$ cat src/rtl/booth_sequencer.sv
// Sequential radix-2 Booth multiplier: one Booth step per clock, NR_BITS steps per product.
// state  | meaning
// S_IDLE | waiting for start, ready=1
// S_RUN  | Booth steps in progress, busy=1, inputs ignored
// S_DONE | product on out, done pulse; start here is accepted back-to-back
module booth_sequencer #(
  parameter int NR_BITS = 4
) (
  input  logic                   clk,
  input  logic                   reset,
  input  logic                   start,
  input  logic [NR_BITS-1:0]     M,
  input  logic [NR_BITS-1:0]     R,
  output logic                   ready,
  output logic                   busy,
  output logic                   done,
  output logic [2*NR_BITS-1:0]   out
);

  localparam int CW = $clog2(NR_BITS + 1);
  localparam int PW = 2 * NR_BITS + 2;

  typedef enum logic [1:0] {S_IDLE, S_RUN, S_DONE} state_t;

  state_t               r_state;
  logic                 r_ready;
  logic                 r_busy;
  logic                 r_done;
  logic [2*NR_BITS-1:0] r_out;
  logic [PW-1:0]        r_p;
  logic [NR_BITS-1:0]   r_m;
  logic [CW-1:0]        r_cnt;

  logic [NR_BITS:0]     w_head;
  logic [NR_BITS:0]     w_m_ext;
  logic [NR_BITS:0]     w_operand;
  logic [NR_BITS:0]     w_sum;
  logic [NR_BITS:0]     w_head_new;
  logic [PW-1:0]        w_p_next;
  logic                 w_sub;
  logic                 w_add_en;
  logic                 w_last;

  // Head and M are one bit wider than the operands so M = -2^(NR_BITS-1) cannot overflow.
  assign w_head     = r_p[PW-1:NR_BITS+1];
  assign w_m_ext    = {r_m[NR_BITS-1], r_m};
  assign w_sub      = (r_p[1:0] == 2'b10);
  assign w_add_en   = r_p[1] ^ r_p[0];
  assign w_operand  = w_sub ? ~w_m_ext : w_m_ext;
  assign w_sum      = w_head + w_operand + {{NR_BITS{1'b0}}, w_sub};
  assign w_head_new = w_add_en ? w_sum : w_head;
  assign w_p_next   = {w_head_new[NR_BITS], w_head_new, r_p[NR_BITS:1]};
  assign w_last     = (r_cnt == CW'(NR_BITS - 1));

  always_ff @(posedge clk) begin
    if (reset) begin
      r_state <= S_IDLE;
      r_ready <= 1'b1;
      r_busy  <= 1'b0;
      r_done  <= 1'b0;
      r_out   <= '0;
      r_p     <= '0;
      r_m     <= '0;
      r_cnt   <= '0;
    end else begin
      case (r_state)
        S_IDLE, S_DONE: begin
          if (start) begin
            r_state <= S_RUN;
            r_ready <= 1'b0;
            r_busy  <= 1'b1;
            r_done  <= 1'b0;
            r_m     <= M;
            r_p     <= {{(NR_BITS+1){1'b0}}, R, 1'b0};
            r_cnt   <= '0;
          end else begin
            r_state <= S_IDLE;
            r_ready <= 1'b1;
            r_busy  <= 1'b0;
            r_done  <= 1'b0;
          end
        end
        S_RUN: begin
          r_p   <= w_p_next;
          r_cnt <= r_cnt + CW'(1);
          if (w_last) begin
            r_state <= S_DONE;
            r_out   <= w_p_next[2*NR_BITS:1];
            r_ready <= 1'b1;
            r_busy  <= 1'b0;
            r_done  <= 1'b1;
          end
        end
        default: begin
          r_state <= S_IDLE;
          r_ready <= 1'b1;
          r_busy  <= 1'b0;
          r_done  <= 1'b0;
        end
      endcase
    end
  end

  assign ready = r_ready;
  assign busy  = r_busy;
  assign done  = r_done;
  assign out   = r_out;

endmodule

$ cat config.mk
export PLATFORM = sky130hd
export DESIGN_NAME = booth_sequencer
export DESIGN_NICKNAME = d
export VERILOG_FILES = /design/src/rtl/booth_sequencer.sv
export SDC_FILE = /design/constraint.sdc
export NUM_CORES = 1
export LEC_CHECK = 0
export ABC_AREA = 1
export CAP_MARGIN = 30
export CORE_MARGIN = 1.5
export CORE_UTILIZATION = 42
export DETAILED_ROUTE_END_ITERATION = 12
export PLACE_DENSITY = 0.73
export RECOVER_POWER = 50
export SLEW_MARGIN = 20
export SYNTH_ARGS = -nofsm -noshare
export SYNTH_HDL_FRONTEND = slang
export SYNTH_SLANG_ARGS = --single-unit
$ cat constraint.sdc
create_clock -name clk -period 2.7 [get_ports clk]
set_clock_uncertainty 0.2 [all_clocks]
set_input_delay 0.54 -clock clk [delete_from_list [all_inputs] [get_ports clk]]
set_output_delay 0.54 -clock clk [all_outputs]
set_load 0.02 [all_outputs]
==> results.toml <==
[outcome]
status = "finished clean"

[yosys]
synth_warnings = 0
synthesis.area_um2 = 1381
synthArstFlopShare_pct = 0
ys.flop_type = "dfxtp_1"
syn_inst = 163
yosys_register_bits = 29
yosysUniqueCellTypes = 32
synth_edf_count = 0
synth_area_per_cell_um2 = 8.474
syn_nets = 182
ys_seq_area_share_pct = 42.03

[setup_path]
rr_startpoint = "r_p[0]$_SDFFE_PP0P_"
cp-end-kind = "flip-flop"
reg2reg_slack_ns = 0.52
crit_fanout = 12
reg2regPathDepth = 7
worst_ep_arrival_time_ns = 2.28
endpoint = "r_p[0]$_SDFFE_PP0P_"
r2r-end = "r_p[5]$_SDFFE_PP0P_"
worstSetupPathType = "in2reg"
critical_path_required_ns = 2.76
start_kind = "input pin"
crit_start = "start"

[placed_design]
gp_congestion = 0.8582
dpl.hpwl_um = 2229
portBuffers = 21

[power]
p_leak_nw = 0.7365
irDropWorstVdd_v = 0.0003044
intPower_mw = 0.7281
swShare_pct = 26.09
power_frac_seq_pct = 47.1
p_clk_share_pct = 38.2
netSwitchingPower_mw = 0.2571
cellPowerDensity_nw_per_um2 = 592.9
total_power_mw = 0.9852
power_frac_comb_pct = 14.6

[global_routing]
antenna_found_initial = 0
grt_first_pass_wirelength_um = 4968
grt_start_max_net_pins = 19
grt_overflow = 0
track_usage_pct = 19.32
grt_pass1_vias = 1118

[final_layout]
fillerInstances = 291
num_antenna_cells = 0
final_nets = 208
area_growth_pct = 20.29
drive_gt1_share_pct = 11.05

[drt]
via_per_inst = 4.949
drcViolationCount = 0
wl_per_cell_um = 12.52
vias = 1158
drt_iter0_drc = 45
ant_nets = 0
wirelength_um = 2929
first_pass_iters = 4

[die]
num_rows = 20
die_area_um2 = 3642
ios = 22
die_h_um = 60.35
core_area_um2 = 3078
start_util_pct = 44.88
die_w_um = 60.35

[sta]
period_needed_ns = 2.219
fin_crit_sh_pct = 82.19
fmax_mhz = 450.7
tightest_slew_ns = 0.6363
max-slew-margin-rel_pct = 57.42
setup_violations = 0
rsz0062_at_grt = "no"
tns_ns = 0
hold_viol = 0
drv_slew = 0

[clock_network]
clk_pin_slew_worst_paths_ns = 0.09
cts_buffer_depth = 2
cts_sinks = 29
post_cts_buffers = 0
htree_levels = 2
cts_buffers = 5
cts_hold_buf = 0
cts_tree = "yes"
cts_resized = 0
clock-root-buffer = "clkbuf_4"
clk_latency_ns = 0.34

[hold_path]
hold_path_class = "reg2reg"

[flow_run]
maxCapViolCount = 0
==> cells in the mapped netlist (2+ instances only) <==
| cell type | number | share of area [%] |
|---|---|---|
| a21oi_1 | 5 | 1.8 |
| buf_6 | 2 | 1.6 |
| dfxtp_1 | 29 | 42 |
| ha_1 | 7 | 6.3 |
| inv_1 | 19 | 5.2 |
| inv_2 | 4 | 1.1 |
| nand2_1 | 32 | 8.7 |
| nand2_4 | 3 | 2.4 |
| nand3_1 | 7 | 2.5 |
| nor2_1 | 14 | 3.8 |
| nor2_2 | 2 | 0.91 |
| nor3_1 | 2 | 0.72 |
| o21ai_0 | 8 | 2.9 |
| o21ai_1 | 3 | 1.1 |
| o21ai_2 | 5 | 3.2 |
| o221ai_1 | 2 | 1.3 |
| xor2_1 | 4 | 2.5 |
==> critical path, stage by stage <==
cell and delay [ns]:
dlygate4sd3_1 0.53, nand2_1 0.36, nand2_1 0.27, nor2_1 0.35, inv_2 0.06, o22ai_1 0.15
==> through the flow <==
stage / area [um2] / util, % / worst slack [ns] / hold WS, ns / cells
floorplan: 1381 / - / 0.6636 / 0.2283 / 163
global placement: 1624 / 52.76 / 0.6089 / 0.2354 / 226
detailed placement: 1624 / 52.76 / 0.5182 / 0.2446 / 226
CTS: 1709 / 55.53 / 0.5152 / 0.2593 / 234
global route: 1662 / 53.98 / 0.3896 / 0.2912 / 234
finish: 1662 / 53.98 / 0.4810 / 0.2562 / 234
==> cells by family (layout without fill, tap and decap cells) <==
logic type                 count (synthesis)  count (layout)  synth area share [%]
and+or+nand+nor                           63              63                 21.83
buffers and inverters                     26              53                 8.333
DFF                                       29              29                 42.03
adders and majority gates                  8               8                 7.790
xor gates and xnor gates                   4               4                 2.536
AOI/OAI and AO/OA                         33              33                 17.48
==> cell type report <==
| class | instances | area [um2] | area share (%) |
|---|---|---|---|
| Clock buffer | 7 | 55.05 | 3.313 |
| Clock inverter | 1 | 30.03 | 1.807 |
| Inverter | 24 | 92.59 | 5.572 |
| Multi-Input combinational cell | 108 | 638.1 | 38.40 |
| Sequential cell | 29 | 580.6 | 34.94 |
| Tap cell | 44 | 55.05 | 3.313 |
| Timing Repair Buffer | 21 | 210.2 | 12.65 |
==> routing by layer <==
| layer | part of all wire [%] | GRT usage, % | vias up |
|---|---|---|---|
| li1 | - | - | 580 |
| met1 | 44 | 22.97 | 532 |
| met2 | 48 | 30.28 | 37 |
| met3 | 5.7 | 7.676 | 9 |
| met4 | 2.4 | 9.841 | 0 |
| met5 | 0 | 0 | - |
==> sequential cells by signal, indices dropped and copies added, names as in the netlist <==
name / cells
r_p: 9
busy: 1
done: 1
r_cnt: 3
ready: 1
out: 8
r_m: 4
r_state: 2
==> cell usage in the layout (no fill, tap or decap), types with 2 or more instances in the layout <==
| master | synthesis | layout |
|---|---|---|
| nand2_1 | 32 | 34 |
| dfxtp_1 | 29 | 29 |
| inv_1 | 19 | 20 |
| clkdlybuf4s50_1 | 0 | 19 |
| nor2_1 | 14 | 17 |
| o21ai_0 | 8 | 8 |
| nand3_1 | 7 | 7 |
| ha_1 | 7 | 7 |
| a21oi_1 | 5 | 6 |
| o21ai_2 | 5 | 5 |
| clkbuf_4 | 0 | 5 |
| xor2_1 | 4 | 4 |
| o21ai_1 | 3 | 3 |
| inv_2 | 4 | 3 |
| nor3_1 | 2 | 2 |
| o221ai_1 | 2 | 2 |
| dlygate4sd3_1 | 0 | 2 |
==> power groups by stage <==
stage          Combinational (mW)  Sequential, mW  Clock, mW
2_1_floorplan               0.107           0.473          0
3_3_place_gp                0.149           0.472          0
3_5_place_dp                0.156           0.474          0
4_1_cts                     0.155           0.464      0.381
5_1_grt                     0.164           0.466      0.403
6_report                    0.144           0.464      0.377
==> worst min path at each step <==
| stage | end | slack (ns) | cells after the start | start |
|---|---|---|---|---|
| detailed placement | ready$_SDFFE_PP1P_ | 0.24 | 2 | ready$_SDFFE_PP1P_ |
| global placement | ready$_SDFFE_PP1P_ | 0.24 | 2 | ready$_SDFFE_PP1P_ |
| global route | ready$_SDFFE_PP1P_ | 0.29 | 2 | ready$_SDFFE_PP1P_ |
| finish | ready$_SDFFE_PP1P_ | 0.26 | 2 | ready$_SDFFE_PP1P_ |
| floorplan | r_cnt[0]$_SDFFE_PP0P_ | 0.23 | 1 | r_cnt[0]$_SDFFE_PP0P_ |
| CTS | ready$_SDFFE_PP1P_ | 0.26 | 2 | ready$_SDFFE_PP1P_ |
No activity file was read; power rests on OpenSTA's default activity.
